<file path="src/rtl/counter_access_sequencer.sv">
// counter_access_sequencer: bus-side control-word, count-write and latch/read-back sequencer for three 8254 counters
module counter_access_sequencer (
  input  logic        CLK,
  input  logic        RESET,
  input  logic        CS_n,
  input  logic        RD_n,
  input  logic        WR_n,
  input  logic [1:0]  A,
  input  logic [7:0]  D_in,
  output logic [7:0]  D_out,
  output logic        D_oe,
  input  logic [15:0] OL_data0,
  input  logic [15:0] OL_data1,
  input  logic [15:0] OL_data2,
  input  logic [7:0]  status_in0,
  input  logic [7:0]  status_in1,
  input  logic [7:0]  status_in2,
  output logic [7:0]  control_word0,
  output logic [7:0]  control_word1,
  output logic [7:0]  control_word2,
  output logic [2:0]  cw_written,
  output logic [7:0]  count_data,
  output logic [2:0]  CRL_enable,
  output logic [2:0]  CRM_enable,
  output logic [2:0]  load_new_count,
  output logic [2:0]  OL_latch,
  output logic [2:0]  OL_release
);
  logic        prev_rd_n, prev_wr_n, rd_ev, wr_ev, rd, wr;
  logic [7:0]  cw [3];
  logic [7:0]  st [3];
  logic [7:0]  st_in [3];
  logic [15:0] ol [3];
  logic [2:0]  wtog, rtog, cl, sl;
  logic [1:0]  sc, rw;
  always_comb begin
    ol = '{OL_data0, OL_data1, OL_data2};
    st_in = '{status_in0, status_in1, status_in2};
    rd_ev = !CS_n && !RD_n && prev_rd_n;
    wr_ev = !CS_n && !WR_n && prev_wr_n;
    rd = rd_ev && !wr_ev;
    wr = wr_ev && !rd_ev;
    sc = D_in[7:6];
    rw = (A == 2'd3) ? 2'd0 : cw[A][5:4];
  end
  assign control_word0 = cw[0];
  assign control_word1 = cw[1];
  assign control_word2 = cw[2];
  always_ff @(posedge CLK) begin
    cw_written <= '0;
    CRL_enable <= '0;
    CRM_enable <= '0;
    load_new_count <= '0;
    OL_latch <= '0;
    OL_release <= '0;
    if (RESET) begin
      prev_rd_n <= 1'b1;
      prev_wr_n <= 1'b1;
      wtog <= '0;
      rtog <= '0;
      cl <= '0;
      sl <= '0;
      D_out <= 8'hFF;
      D_oe <= 1'b0;
      count_data <= '0;
      for (int i = 0; i < 3; i++) begin
        cw[i] <= '0;
        st[i] <= '0;
      end
    end else begin
      prev_rd_n <= RD_n;
      prev_wr_n <= WR_n;
      D_oe <= !CS_n && !RD_n && A != 2'd3;
      if (wr && A == 2'd3) begin
        if (sc != 2'd3) begin
          if (D_in[5:4] != 2'd0) begin
            cw[sc] <= D_in;
            cw_written[sc] <= 1'b1;
            wtog[sc] <= 1'b0;
            rtog[sc] <= 1'b0;
            cl[sc] <= 1'b0;
            sl[sc] <= 1'b0;
          end else if (!cl[sc]) begin
            OL_latch[sc] <= 1'b1;
            cl[sc] <= 1'b1;
          end
        end else begin
          for (int i = 0; i < 3; i++) begin
            if (D_in[1+i] && !D_in[5] && !cl[i]) begin
              OL_latch[i] <= 1'b1;
              cl[i] <= 1'b1;
            end
            if (D_in[1+i] && !D_in[4] && !sl[i]) begin
              st[i] <= st_in[i];
              sl[i] <= 1'b1;
            end
          end
        end
      end else if (wr && rw != 2'd0) begin
        count_data <= D_in;
        CRL_enable[A] <= rw == 2'd1 || (rw == 2'd3 && !wtog[A]);
        CRM_enable[A] <= rw == 2'd2 || (rw == 2'd3 && wtog[A]);
        load_new_count[A] <= rw != 2'd3 || wtog[A];
        if (rw == 2'd3) wtog[A] <= !wtog[A];
      end
      // Read completion is the final byte of the programmed access width
      if (rd && A == 2'd3) D_out <= 8'hFF;
      else if (rd && sl[A]) begin
        D_out <= st[A];
        sl[A] <= 1'b0;
      end else if (rd) begin
        D_out <= (rw == 2'd0) ? 8'hFF :
                 (rw == 2'd2 || (rw == 2'd3 && rtog[A])) ? ol[A][15:8] : ol[A][7:0];
        if (rw == 2'd3) rtog[A] <= !rtog[A];
        if (rw != 2'd0 && (rw != 2'd3 || rtog[A]) && cl[A]) begin
          OL_release[A] <= 1'b1;
          cl[A] <= 1'b0;
        end
      end
    end
  end
endmodule

</file>
<file path="config.mk">
export PLATFORM = sky130hd
export DESIGN_NAME = counter_access_sequencer
export DESIGN_NICKNAME = d
export VERILOG_FILES = /design/src/rtl/counter_access_sequencer.sv
export SDC_FILE = /design/constraint.sdc
export NUM_CORES = 1
export LEC_CHECK = 0
export ABC_AREA = 1
export CAP_MARGIN = 20
export CORE_MARGIN = 2
export CORE_UTILIZATION = 47
export DETAILED_ROUTE_END_ITERATION = 16
export PLACE_DENSITY_LB_ADDON = 0.05
export SLEW_MARGIN = 25
export SYNTH_ARGS = -nofsm -noshare
export SYNTH_HDL_FRONTEND = slang
export SYNTH_SLANG_ARGS = --single-unit
</file>
<file path="constraint.sdc">
create_clock -name CLK -period 2.2 [get_ports CLK]
set_input_delay 0.33 -clock CLK [delete_from_list [all_inputs] [get_ports CLK]]
set_output_delay 0.33 -clock CLK [all_outputs]
set_load 0.02 [all_outputs]
</file>
==> reports/qor.txt, run 1 <==
placed cell count -> 895
Bufs on Longest Clock Path -> 2
Worst path slowest cell -> clkdlybuf4s50_1
root buf cell -> clkbuf_8
P&R area growth vs syn -> 41.6%
initial antenna violation count -> 0
Max Transition Viols Final -> 0
most frequent cells after synthesis -> 159 x nand2_1, 73 x nor2_1, 60 x inv_1, 56 x nand3_1, 49 x dfxtp_1
worst vdd ir -> 0.334 mV
ant diodes -> 0
post-route ant nets -> 0
Leak -> 2.87 nW
count leader, synth -> nand2_1
Core Rows -> 36
CTS tree -> built
most frequent CP cell -> nor2_4
first-pass GRT wire length -> 21.6 mm
Routed Wire Length -> 13.4 mm
CTS Buf Count -> 9
Synth cell types -> 33
status -> completed
CTS Hold Buffers Added -> 0
Port-buffer cells -> 145
number of global-route vias before repair -> 4473
clk slew on worst S/H paths -> 0.09 ns
multi-input logic area -> 1970 um2
post-DP HPWL -> 10.5 mm
DRC violations left -> 0
Finish-stage setup viols -> 0
largest area contributor in the netlist -> edfxtp_1
PD cells -> 539 nW/um2
post-route cell area -> 6770 um2
Cell Chain, Critical Path -> clkdlybuf4s50_1 -> buf_4 -> nor2_8 -> nand2_1 -> nand3_4 -> nor2_4 -> nor2_4 -> o21ai_0 -> a21oi_1
Mapped Area -> 4780 um2
RePlAce Congestion -> 0.916
FF+latch count, synth -> 97
period utilization -> 86.9%
fillcell total -> 857
largest net degree at the start of global routing -> 25
starting density of the core -> 48.7%
htree depth -> 3
critical path type -> in -> reg
Nets -> 860
Async SR Flop Fraction -> 0%
CP arrival -> 2.22 ns
register area -> 2420 um2
vias post-DR -> 4523
Crit Path Max Fanout -> 16
cell count after synthesis -> 602
share of cells above drive strength 1 -> 13.1%
clk_lat worst skew -> 0.37 ns
Area contributors post-synth -> edfxtp_1 30%, dfxtp_1 21%, nand2_1 12%
RSZ-0062 raised after global routing -> false
Placeable Area -> 9820 um2
I/O Pins -> 146
Required @ worst endpoint -> 2.50 ns
yosys warns -> 0
minimum clock period after layout -> 1.91 ns
DRT iter0 DRCs -> 352
largest stage delay on the critical path -> 0.59 ns
Worst setup SP type -> primary input
Post-Place Cell Area -> 6600 um2
Setup crit end kind -> register
drt first pass iters -> 5
final global-route overflow total -> 0
final hold violations -> 0
GRT Total Usage -> 25.0%
top-area cell type share of the netlist area -> 30.2%
Die Y -> 105 um
fin cells -> 911
number of max-cap violations -> 0
Setup Skew -> 0.00966 ns
clock sink count -> 97
post-cts resize count -> 0
Synth Flop Type -> dfxtp_1
EDFF count, synth -> 48
post-DR wirelength/cell -> 14.7 um
full die area -> 11000 um2
Max Clock Freq -> 523 MHz
Via-to-Cell Ratio -> 4.96
Die Width -> 105 um
setup bufs post-CTS -> 0
hold crit path type -> reg -> reg
Mapped Avg Cell Area -> 7.94 um2
register area share after synthesis -> 50.7%
## cell families (layout without fill, tap and decap cells)
logic type	Yosys count	after routing	synth area share, %
simple gates	338	338	32.5
flops	97	97	50.7
buf+inv	90	263	8.41
compound gates	76	76	8.30
other cells	1	4	0.0785
## state kept, by name, indices dropped and copies added, names as in the netlist, 3 cells and up
name            count
sl                  3
CRL_enable          3
cw                 24
count_data          8
load_new_count      3
cl                  3
rtog                3
OL_release          3
D_out               8
wtog                3
st                 24
CRM_enable          3
cw_written          3
OL_latch            3
## layout by cell type (no fill, tap or decap), types with 6 or more instances in the layout
cell type and instances:
nor2_4 6, buf_4 30, clkdlybuf4s50_1 145, inv_2 6
buf_12 6, o21ai_0 22, nand2_1 159, a21oi_1 45
edfxtp_1 48, clkbuf_8 9, dfxtp_1 49, nor2_1 73
nor2_2 24, inv_1 60, nand3_1 56
## final timing paths
path	start	end	slack (ns)	cells after the start
setup / recovery	A[0]	count_data[1]	0.29	9
hold / removal	D_out[3]	D_out[3]	0.48	2
setup reg to reg	prev_wr_n	cw[2][6]	0.57	7
hold reg to reg	D_out[3]	D_out[3]	0.48	2
## through the flow
| step | worst slack, ns | power [mW] | utilization, % | hold slack (ns) | setup TNS (ns) |
|---|---|---|---|---|---|
| 3_5_place_dp | -0.0733 | 2.64 | 67.2 | 0.465 | -0.345 |
| 3_3_place_gp | 0.000346 | 2.63 | 67.2 | 0.461 | 0 |
| 2_1_floorplan | 0.547 | 2.30 | - | 0.407 | 0 |
| 6_report | 0.289 | 3.65 | 68.9 | 0.483 | 0 |
| 5_1_grt | 0.175 | 3.81 | 68.9 | 0.499 | 0 |
| 4_1_cts | 0.323 | 3.66 | 68.9 | 0.488 | 0 |
## report_power, final
part | switching (mW) | internal [mW] | leakage (nW)
Sequential | 0.0207 | 1.94 | 0.894
Clock | 0.639 | 0.411 | 0.0896
Combinational | 0.329 | 0.309 | 1.89
## worst max-delay path, delay by kind of cell
family,cells,cell delay [ns]
AOI/OAI and AO/OA,2,0.30
buffers and inverters,2,0.84
and+or+nand+nor,5,0.74
## routing by layer
metal / vias to the layer above / wire length [um] / track usage (%)
met5: - / 0 / 0
met4: 0 / 201 / 7.71
met3: 18 / 900 / 5.74
met2: 143 / 6270 / 40.7
met1: 2082 / 6010 / 33.3
li1: 2280 / - / -
## layout make-up
cell class              instances  share of cell area [%]
clock inverters                 7                   0.666
flip-flops and latches         97                    35.8
repair buffers                181                    26.5
well taps                     133                    2.46
clock buffers                   9                    1.83
inverters                      66                    3.66
multi-input cells             418                    29.0
Power figures use the tool's default switching activity.
==> run 2, diff against run 1 <==
--- a/config.mk
+++ b/config.mk
@@ -9,6 +9,7 @@
 export CAP_MARGIN = 20
 export CORE_MARGIN = 2
 export CORE_UTILIZATION = 47
+export CTS_CLUSTER_DIAMETER = 50
 export DETAILED_ROUTE_END_ITERATION = 16
 export PLACE_DENSITY_LB_ADDON = 0.05
 export SLEW_MARGIN = 25
==> results of run 2 <==
No change in the layout: final DEF, timing and power equal those of run 1.
